$ cat config.mk
export PLATFORM = sky130hd
export DESIGN_NAME = ddr_req_ctrl
export DESIGN_NICKNAME = d
export VERILOG_FILES = /design/src/rtl/ddr_pkg.sv /design/src/rtl/ddr_req_stats.sv /design/src/rtl/ddr_req_ctrl.sv
export SDC_FILE = /design/constraint.sdc
export NUM_CORES = 1
export LEC_CHECK = 0
export CORE_MARGIN = 2
export CORE_UTILIZATION = 30
export DETAILED_ROUTE_END_ITERATION = 6
export PLACE_DENSITY = 0.61
export SLEW_MARGIN = 15
export SYNTH_ARGS = -nofsm -noshare
export SYNTH_HDL_FRONTEND = slang
export SYNTH_SLANG_ARGS = --single-unit
$ cat constraint.sdc
create_clock -name clk -period 2 [get_ports clk]
set_clock_uncertainty 0.1 [all_clocks]
set_input_delay 0.2 -clock clk [delete_from_list [all_inputs] [get_ports clk]]
set_output_delay 0.2 -clock clk [all_outputs]
set_load 0.01 [all_outputs]
$ cat src/rtl/ddr_pkg.sv
// Shared types and defaults for the port-A DDR request controller.
package ddr_pkg;

  localparam int DDR_ADDR_W  = 19;
  localparam int DDR_DATA_W  = 8;
  localparam int DDR_TIMEOUT = 32;

  typedef enum logic [1:0] {
    IDLE,
    ISSUE,
    WAIT,
    RESP
  } ddr_req_state_t;

  // Saturating +1 for the 32-bit statistics counters.
  function automatic logic [31:0] sat_inc32(input logic [31:0] v);
    return (v == '1) ? v : v + 32'd1;
  endfunction

  function automatic logic [15:0] sat_inc16(input logic [15:0] v);
    return (v == '1) ? v : v + 16'd1;
  endfunction

endpackage

$ cat src/rtl/ddr_req_stats.sv
// Saturating activity counters for ddr_req_ctrl, built only with DDR_REQ_STATS_EN.
module ddr_req_stats
  import ddr_pkg::*;
(
  input  logic        clk,
  input  logic        rst_n,
  input  logic        evRead_i,
  input  logic        evWrite_i,
  input  logic        evWait_i,
  input  logic        evHit_i,
  input  logic        evTimeout_i,
  output logic [31:0] stat_rd_o,
  output logic [31:0] stat_wr_o,
  output logic [31:0] stat_wait_o,
  output logic [15:0] stat_hit_o,
  output logic [15:0] stat_to_o
);

  logic [31:0] statRd_q, statWr_q, statWait_q;
  logic [15:0] statHit_q, statTo_q;

  // Each counter sticks at its maximum instead of wrapping.
  always_ff @(posedge clk or negedge rst_n) begin
    if (!rst_n) begin
      statRd_q   <= '0;
      statWr_q   <= '0;
      statWait_q <= '0;
      statHit_q  <= '0;
      statTo_q   <= '0;
    end else begin
      if (evRead_i)    statRd_q   <= sat_inc32(statRd_q);
      if (evWrite_i)   statWr_q   <= sat_inc32(statWr_q);
      if (evWait_i)    statWait_q <= sat_inc32(statWait_q);
      if (evHit_i)     statHit_q  <= sat_inc16(statHit_q);
      if (evTimeout_i) statTo_q   <= sat_inc16(statTo_q);
    end
  end

  assign stat_rd_o   = statRd_q;
  assign stat_wr_o   = statWr_q;
  assign stat_wait_o = statWait_q;
  assign stat_hit_o  = statHit_q;
  assign stat_to_o   = statTo_q;

endmodule

$ cat src/rtl/ddr_req_ctrl.sv
// Initiator-side controller for DDR port A: one byte request at a time, last-address bypass, timeout.
// Optional statistics counters are enabled with the DDR_REQ_STATS_EN macro.
module ddr_req_ctrl
  import ddr_pkg::*;
#(
  parameter int ADDR_W  = DDR_ADDR_W,
  parameter int DATA_W  = DDR_DATA_W,
  parameter int TIMEOUT = DDR_TIMEOUT
) (
  input  logic              clk,
  input  logic              rst_n,
  input  logic              req_valid,
  input  logic              req_we,
  input  logic [ADDR_W-1:0] req_addr,
  input  logic [DATA_W-1:0] req_wdata,
  output logic              req_ready,
  output logic              rsp_valid,
  output logic [DATA_W-1:0] rsp_rdata,
  output logic              rsp_err,
  output logic [ADDR_W-1:0] mem_addr,
  output logic [DATA_W-1:0] mem_data,
  output logic              mem_we,
  input  logic [DATA_W-1:0] mem_q,
  input  logic              mem_d_ready_we,
  input  logic              mem_d_ready_re
`ifdef DDR_REQ_STATS_EN
  ,
  output logic [31:0]       stat_rd,
  output logic [31:0]       stat_wr,
  output logic [31:0]       stat_wait,
  output logic [15:0]       stat_hit,
  output logic [15:0]       stat_to
`endif
);

  localparam int CNT_W = $clog2(TIMEOUT);
  localparam logic [CNT_W-1:0] CNT_LAST = CNT_W'(TIMEOUT - 1);

  ddr_req_state_t    state_q, state_d;
  logic              reqWe_q, reqWe_d;
  logic [ADDR_W-1:0] memAddr_q, memAddr_d;
  logic [DATA_W-1:0] memData_q, memData_d;
  logic              memWe_q, memWe_d;
  logic              reqReady_q, reqReady_d;
  logic              rspValid_q, rspValid_d;
  logic [DATA_W-1:0] rspRdata_q, rspRdata_d;
  logic              rspErr_q, rspErr_d;
  logic              cacheValid_q, cacheValid_d;
  logic [ADDR_W-1:0] lastAddr_q, lastAddr_d;
  logic [DATA_W-1:0] cacheData_q, cacheData_d;
  logic [CNT_W-1:0]  waitCnt_q, waitCnt_d;

  logic bypassHit;
  logic memDone;
  logic waitExpired;

  assign bypassHit   = !req_we && cacheValid_q && (req_addr == lastAddr_q);
  assign memDone     = reqWe_q ? mem_d_ready_we : mem_d_ready_re;
  assign waitExpired = (waitCnt_q == CNT_LAST);

  // Next-state logic; mem_addr/mem_data only move when a new access is issued.
  always_comb begin
    state_d      = state_q;
    reqWe_d      = reqWe_q;
    memAddr_d    = memAddr_q;
    memData_d    = memData_q;
    memWe_d      = 1'b0;
    reqReady_d   = reqReady_q;
    rspValid_d   = 1'b0;
    rspRdata_d   = rspRdata_q;
    rspErr_d     = rspErr_q;
    cacheValid_d = cacheValid_q;
    lastAddr_d   = lastAddr_q;
    cacheData_d  = cacheData_q;
    waitCnt_d    = waitCnt_q;

    unique case (state_q)
      IDLE: begin
        reqReady_d = 1'b1;
        if (req_valid) begin
          reqReady_d = 1'b0;
          reqWe_d    = req_we;
          if (bypassHit) begin
            state_d    = RESP;
            rspValid_d = 1'b1;
            rspRdata_d = cacheData_q;
            rspErr_d   = 1'b0;
          end else begin
            state_d   = ISSUE;
            memAddr_d = req_addr;
            memData_d = req_wdata;
            memWe_d   = req_we;
          end
        end
      end

      ISSUE: begin
        state_d   = WAIT;
        waitCnt_d = '0;
      end

      WAIT: begin
        // A completion on the timeout edge still counts as success.
        if (memDone) begin
          state_d      = RESP;
          rspValid_d   = 1'b1;
          rspErr_d     = 1'b0;
          cacheValid_d = 1'b1;
          lastAddr_d   = memAddr_q;
          if (reqWe_q) begin
            cacheData_d = memData_q;
          end else begin
            cacheData_d = mem_q;
            rspRdata_d  = mem_q;
          end
        end else if (waitExpired) begin
          state_d      = RESP;
          rspValid_d   = 1'b1;
          rspErr_d     = 1'b1;
          cacheValid_d = 1'b0;
        end else begin
          waitCnt_d = waitCnt_q + 1'b1;
        end
      end

      RESP: begin
        state_d    = IDLE;
        rspErr_d   = 1'b0;
        reqReady_d = 1'b1;
      end

      default: state_d = IDLE;
    endcase
  end

  always_ff @(posedge clk or negedge rst_n) begin
    if (!rst_n) begin
      state_q      <= IDLE;
      reqWe_q      <= 1'b0;
      memAddr_q    <= '0;
      memData_q    <= '0;
      memWe_q      <= 1'b0;
      reqReady_q   <= 1'b1;
      rspValid_q   <= 1'b0;
      rspRdata_q   <= '0;
      rspErr_q     <= 1'b0;
      cacheValid_q <= 1'b0;
      lastAddr_q   <= '0;
      cacheData_q  <= '0;
      waitCnt_q    <= '0;
    end else begin
      state_q      <= state_d;
      reqWe_q      <= reqWe_d;
      memAddr_q    <= memAddr_d;
      memData_q    <= memData_d;
      memWe_q      <= memWe_d;
      reqReady_q   <= reqReady_d;
      rspValid_q   <= rspValid_d;
      rspRdata_q   <= rspRdata_d;
      rspErr_q     <= rspErr_d;
      cacheValid_q <= cacheValid_d;
      lastAddr_q   <= lastAddr_d;
      cacheData_q  <= cacheData_d;
      waitCnt_q    <= waitCnt_d;
    end
  end

  assign req_ready = reqReady_q;
  assign rsp_valid = rspValid_q;
  assign rsp_rdata = rspRdata_q;
  assign rsp_err   = rspErr_q;
  assign mem_addr  = memAddr_q;
  assign mem_data  = memData_q;
  assign mem_we    = memWe_q;

`ifdef DDR_REQ_STATS_EN
  logic inWait;
  assign inWait = (state_q == WAIT);

  ddr_req_stats u_stats (
    .clk         (clk),
    .rst_n       (rst_n),
    .evRead_i    (inWait && memDone && !reqWe_q),
    .evWrite_i   (inWait && memDone && reqWe_q),
    .evWait_i    (inWait),
    .evHit_i     ((state_q == IDLE) && req_valid && bypassHit),
    .evTimeout_i (inWait && !memDone && waitExpired),
    .stat_rd_o   (stat_rd),
    .stat_wr_o   (stat_wr),
    .stat_wait_o (stat_wait),
    .stat_hit_o  (stat_hit),
    .stat_to_o   (stat_to)
  );
`else
  // Statistics counters are not built in this configuration.
`endif

endmodule

==> run metrics, run 1 <==
status finished, final reports clean; CP max FO 5; fmax 513 MHz; total grt overflow 0; crit path kind reg2reg; final instance area 5510 sq um; Buf/Inv on CP 1; CTS HTree Levels 3; Detail Route Antenna Nets 0; area grow syn2layout 46.1%; vias in the first global route 2,928; via count 2,781; Syn Inst Count 306; crit path time final 1.95 ns; pre-CTS setup slack -0.352 ns; clk sink count 75; CP delay by family, top simple AND/OR/NAND/NOR gates; All-Layer GR Usage 14.1%; # port buffers 79; dpl cells 574; Cell Rows 40; Root Driver clkbuf_16; Final Hold Vio Count 0; mapped cell area 3770 sq um; Unique masters post-synth 36; Detailed Route WL 8900 um; worst-margin pin slew 0.556 ns; crit path launch type register; die area 13,500 sq um; wire per inst 14.9 um; core area 12,100 sq um; Worst path max stage delay 0.39 ns; Post-route DRC 0; count of flip-flops with a built-in enable after synthesis 0; vias per cell 4.65; Layout Cells excl Fill 598; Synth async-reset ratio 100%; first-pass GRT wire length 14,600 um; antenna fix cells 0; layout cell share with drive strength beyond 1 32.3%; initial cell density of the core 31.1%; synth warn 0; Post-Syn Nets 354; TritonCTS buffer count 9; Seq cells post-synth 75; pin count of the biggest net entering global routing 41; main flop type after synthesis dfrtp_1; PnR worst setup slack 0.0518 ns; RSZ-0062 raised after global routing true; peak supply drop 0.597 mV; Synth Area per Inst 12.3 sq um; fin crit share 97.4%; Max-slew headroom 62.9%; leakage 0.00239 uW; Post-DP HPWL 6330 um; Synth top area share 49.2%; worst hold margin 0.294 ns; MaxCap Viol Count 0; TritonRoute pass-1 iters 4; cell taking the most area after synthesis dfrtp_1; worst skew pair latency 0.34 ns; Worst EP arrival 2.07 ns; Ports 80; Clock Pin Slew Worst Setup and Hold Paths 0.06 ns; final net count 473; Final setup viols 0; die width 116 um; CTS tree yes; fill count 1,156; Seq/Total Area, Yosys 49.9%; initial antenna violation count 0; placed inst area 5050 sq um; Area contributors post-synth dfrtp_1 (49%), mux2_2 (11%), mux2_4 (8.0%); DRT iter0 DRCs 145; Slowest-stage cell, CP dfrtp_1; Pwr per Cell Area 1590 nW/um^2; Die Ht 116 um; CP cell instances ha_2 -> and3_4 -> ha_4 -> nor3b_4 -> buf_6 -> nand4_1 -> xor2_1 -> nor2_1; RePlAce Congestion 0.732; Setup crit end kind register; clk buf depth 2; Hold Path Class in2async; Req. time, crit path 2.12 ns; Pins Over Slew Limit 0; setup TNS 0 ns
==> cell type report <==
type / count / area (sq um) / share of cell area, %
Clock buffer: 13 / 260 / 4.73
Clock inverter: 3 / 68.8 / 1.25
Inverter: 11 / 41.3 / 0.750
Multi-Input combinational cell: 204 / 1820 / 33.1
Sequential cell: 75 / 1880 / 34.1
Tap cell: 168 / 210 / 3.82
Timing Repair Buffer: 124 / 1220 / 22.2
==> flip-flops by register name, summed over array words and instances, names as in the netlist <==
register,flops
reqWe_q,1
state_q,2
cacheData_q,8
waitCnt_q,5
rsp_err,1
cacheValid_q,1
rsp_valid,1
mem_we,1
mem_addr,19
rsp_rdata,8
mem_data,8
lastAddr_q,19
req_ready,1
==> power breakdown <==
group	internal [uW]	leakage (uW)	switching, uW
clock network	1170	0.000160	631
logic	2500	0.00133	1680
registers	2240	0.000892	524
==> layout by cell type (no fill, tap or decap), drive strengths merged, types with 9 or more instances in the layout <==
master,Yosys,layout
xor2,14,14
buf,9,45
clkdlybuf4s50,0,78
clkbuf,7,13
mux2,56,56
nand4,10,10
dfrtp,74,74
inv,11,12
o211ai,10,10
o21ai,11,11
nand2,30,30
nand3b,9,9
==> layer usage <==
metal / vias to the layer above / GRT usage, % / routed length (um)
met4: 0 / 5.00 / 120
met1: 1371 / 18.8 / 4160
met5: - / 0 / 0
li1: 1338 / - / -
met3: 12 / 3.82 / 383
met2: 60 / 22.3 / 4230
==> path summary, 6_finish.rpt <==
path	slack, ns	start	cells after the start	to
setup reg to reg	0.05	waitCnt_q[0]$_DFFE_PN0P_	8	waitCnt_q[3]$_DFFE_PN0P_
hold / removal	0.29	rst_n	2	rsp_rdata[3]$_DFFE_PN0P_
hold reg to reg	0.37	req_ready$_DFFE_PN1P_	2	req_ready$_DFFE_PN1P_
max in group asynchronous	0.92	rst_n	3	mem_data[3]$_DFFE_PN0P_
min in group clk	0.37	req_ready$_DFFE_PN1P_	2	req_ready$_DFFE_PN1P_
setup / recovery	0.05	waitCnt_q[0]$_DFFE_PN0P_	8	waitCnt_q[3]$_DFFE_PN0P_
==> timing repair <==
item	CTS	global route
endpoints found under the setup margin	38	37
pin swaps	1	6
resized for setup	5	8
hold buffers	1	0
setup buffers	1	6
endpoints found under the hold margin	37	0
==> cells by family after synthesis <==
kind of cell             after synthesis  synth area share, %
AND/OR/NAND/NOR                       75                 11.0
adder cells (fa/ha/maj)                7                 2.32
XOR/XNOR                              21                 4.88
flip-flops                            75                 49.9
buffers and inverters                 27                 3.45
multiplexers                          64                 20.9
AO/OA/AOI/OAI                         37                 7.64
==> metrics by stage <==
step	utilization, %	power [uW]
after detailed placement	41.7	6870
after global placement	41.7	6760
after global routing	45.5	9340
after CTS	44.8	8760
final	45.5	8740
after floorplan	-	5130
==> Yosys cell counts, types with 2 or more instances <==
library cell / n
nand3_1: 2
mux2i_1: 8
a31oi_1: 2
xor2_1: 14
nor2b_1: 2
nand2b_1: 2
nand3b_1: 9
o21ai_0: 11
nor4_1: 5
mux2_2: 36
buf_6: 3
nor2_1: 6
buf_2: 5
ha_1: 7
mux2_4: 20
clkbuf_1: 7
o221a_2: 8
o211ai_1: 10
inv_1: 11
nand4_1: 10
nand2_1: 30
and3_1: 3
xnor2_1: 7
nor3b_1: 2
a21oi_1: 2
dfrtp_1: 74
Power figures use the tool's default switching activity.
==> run 2: changes to the inputs <==
--- a/config.mk
+++ b/config.mk
@@ -8,7 +8,9 @@
 export CORE_MARGIN = 2
 export CORE_UTILIZATION = 30
 export DETAILED_ROUTE_END_ITERATION = 6
+export HOLD_SLACK_MARGIN = 0.05
 export PLACE_DENSITY = 0.61
+export REMOVE_ABC_BUFFERS = 1
 export SLEW_MARGIN = 15
 export SYNTH_ARGS = -nofsm -noshare
 export SYNTH_HDL_FRONTEND = slang
==> run 2 against run 1 <==
  * First-iteration DRC count down 61%
  * Count of clock-buffer cells in the layout down 2
  * Routed wire length down 3.9%
  * Worst hold slack worse by 0.012 ns
  * Final area down 2.5%
  * Sequential share of layout area up 0.88 points
==> run metrics, run 2 (same netlist as run 1, synthesis figures left out) <==
status finished, final reports clean; Buf/Inv on CP 2 (+1); worst-margin pin slew 0.485 ns (-0.0709 ns); CP cell instances xor2_1 -> nor4_2 -> buf_4 -> and3_4 -> a21oi_4 -> buf_12 -> mux2_4; Detail Route Antenna Nets 0 (unchanged); clk sink count 75 (unchanged); Cell Rows 40 (unchanged); Worst R2R Start lastAddr_q[5]$_DFFE_PN0P_; Pins Over Slew Limit 0 (unchanged); Req. time, crit path 2.11 ns (about the same); pin count of the biggest net entering global routing 39 (-4.9%); Post-route DRC 0 (unchanged); CTS tree yes; fmax 512 MHz (-0.34%); RSZ-0062 raised after global routing true; PnR worst setup slack 0.0452 ns (-0.00660 ns); Ports 80 (unchanged); crit path kind reg2reg; Layout Utilization 44.3% (-1.1 points); CP delay by family, top simple AND/OR/NAND/NOR gates; Critical R2R Capture mem_addr[2]$_DFFE_PN0P_; Pwr per Cell Area 1570 nW/um^2 (-1.1%); Setup crit end kind register; MaxCap Viol Count 0 (unchanged); via count 2,705 (-2.7%); TritonRoute pass-1 iters 4 (unchanged); first-pass GRT wire length 13,800 um (-5.4%); clk buf depth 2 (unchanged); worst skew pair latency 0.33 ns (about the same); All-Layer GR Usage 13.4% (-0.78 points); initial antenna violation count 0 (unchanged); Root Driver clkbuf_16; antenna fix cells 0 (unchanged); core area 12,100 sq um (unchanged); leakage 0.00231 uW (-3.2%); wire per inst 14.6 um (-2.0%); initial cell density of the core 31.1% (unchanged); CTS HTree Levels 3 (unchanged); crit path time final 1.95 ns (+0.00660 ns); Worst path max stage delay 0.38 ns (about the same); total grt overflow 0 (unchanged); worst reg-to-reg setup slack 0.05 ns (about the same); most frequent cells in the layout clkdlybuf4s50_1 (78), dfrtp_1 (74), mux2_2 (36); fin crit share 97.7% (+0.33 points); Final setup viols 0 (unchanged); Slowest-stage cell, CP dfrtp_1; R2R cell count 7 (-1); vias in the first global route 2,760 (-5.7%); TritonCTS buffer count 9 (unchanged); Worst EP arrival 2.07 ns (about the same); RePlAce Congestion 0.775 (+5.8%); die width 116 um (unchanged); peak supply drop 0.591 mV (-0.96%); area grow syn2layout 42.4%; Post-DP HPWL 6240 um (-1.4%); Crit. path cell count 7 (-1); Hold Path Class in2async; Clock Pin Slew Worst Setup and Hold Paths 0.06 ns (about the same); layout cell share with drive strength beyond 1 31.1% (-1.2 points); final net count 461 (-2.5%); die area 13,500 sq um (unchanged); Final Hold Vio Count 0 (unchanged); CP Launch Point lastAddr_q[5]$_DFFE_PN0P_; Max-slew headroom 67.7% (+4.7 points); pre-CTS setup slack -0.334 ns (+0.0183 ns); Detailed Route WL 8550 um (-3.9%); most common cell after layout, fill and taps aside clkdlybuf4s50_1; # port buffers 79 (unchanged); Die Ht 116 um (unchanged); CP max FO 18 (+13); DRT iter0 DRCs 57 (-61%); vias per cell 4.62 (-0.74%); crit path launch type register
-- run 2: cell count changes in the layout (fill, tap and decap cells not counted), moves of 2 or more --
cell,delta
clkinv_2,+4
bufinv_16,-2
buf_4,-12
clkbuf_1,-2
-- run 2: report_power, final --
part	internal (uW)	switching, uW
logic	2500	1650
registers	2240	523
clock network	899	622
total	5640	2790
-- run 2: per-stage QoR --
stage | power [uW] | setup TNS (ns) | area (sq um) | hold WS (ns) | std cells
2_1_floorplan | 5040 | -24.12 | 3680 | -0.196 | 290
3_3_place_gp | 6730 | -10.89 | 5000 | 0.101 | 568
3_5_place_dp | 6840 | -10.64 | 5000 | 0.102 | 568
4_1_cts | 8430 | 0 | 5310 | 0.291 | 585
5_1_grt | 9010 | -1.71 | 5370 | 0.341 | 586
6_report | 8430 | 0 | 5370 | 0.282 | 586
-- run 2: worst max-delay path by stage --
stage | slack (ns) | end
after floorplan | -0.54 | rsp_rdata[0]$_DFFE_PN0P_
after global placement | -0.34 | mem_addr[13]$_DFFE_PN0P_
after detailed placement | -0.33 | mem_addr[12]$_DFFE_PN0P_
after CTS | 0.006 | mem_addr[18]$_DFFE_PN0P_
after global routing | -0.09 | mem_data[3]$_DFFE_PN0P_
final | 0.05 | mem_addr[2]$_DFFE_PN0P_
-- run 2: final cells by class --
class / count / area (sq um)
clock buffer: 11 / 253
multi-input combinational: 204 / 1820
clock inverter: 5 / 27.5
timing repair buffer: 112 / 1130
tap: 168 / 210
fill: 1160 / 6750
inverter: 11 / 41.3
sequential: 75 / 1880
-- run 2: layer usage --
| metal | GRT usage [%] | wire, um |
|---|---|---|
| met5 | 0 | 0 |
| met4 | 6.11 | 179 |
| met3 | 2.67 | 302 |
| met2 | 21.5 | 4230 |
| met1 | 17.4 | 3840 |
-- run 2: timing repair --
item	CTS	global route
endpoints found under the hold margin	37	0
gates resized for setup	4	11
cloned	0	0
hold buffers	1	0
setup buffers	0	1
pin swaps	0	4
endpoints found under the setup margin	39	40
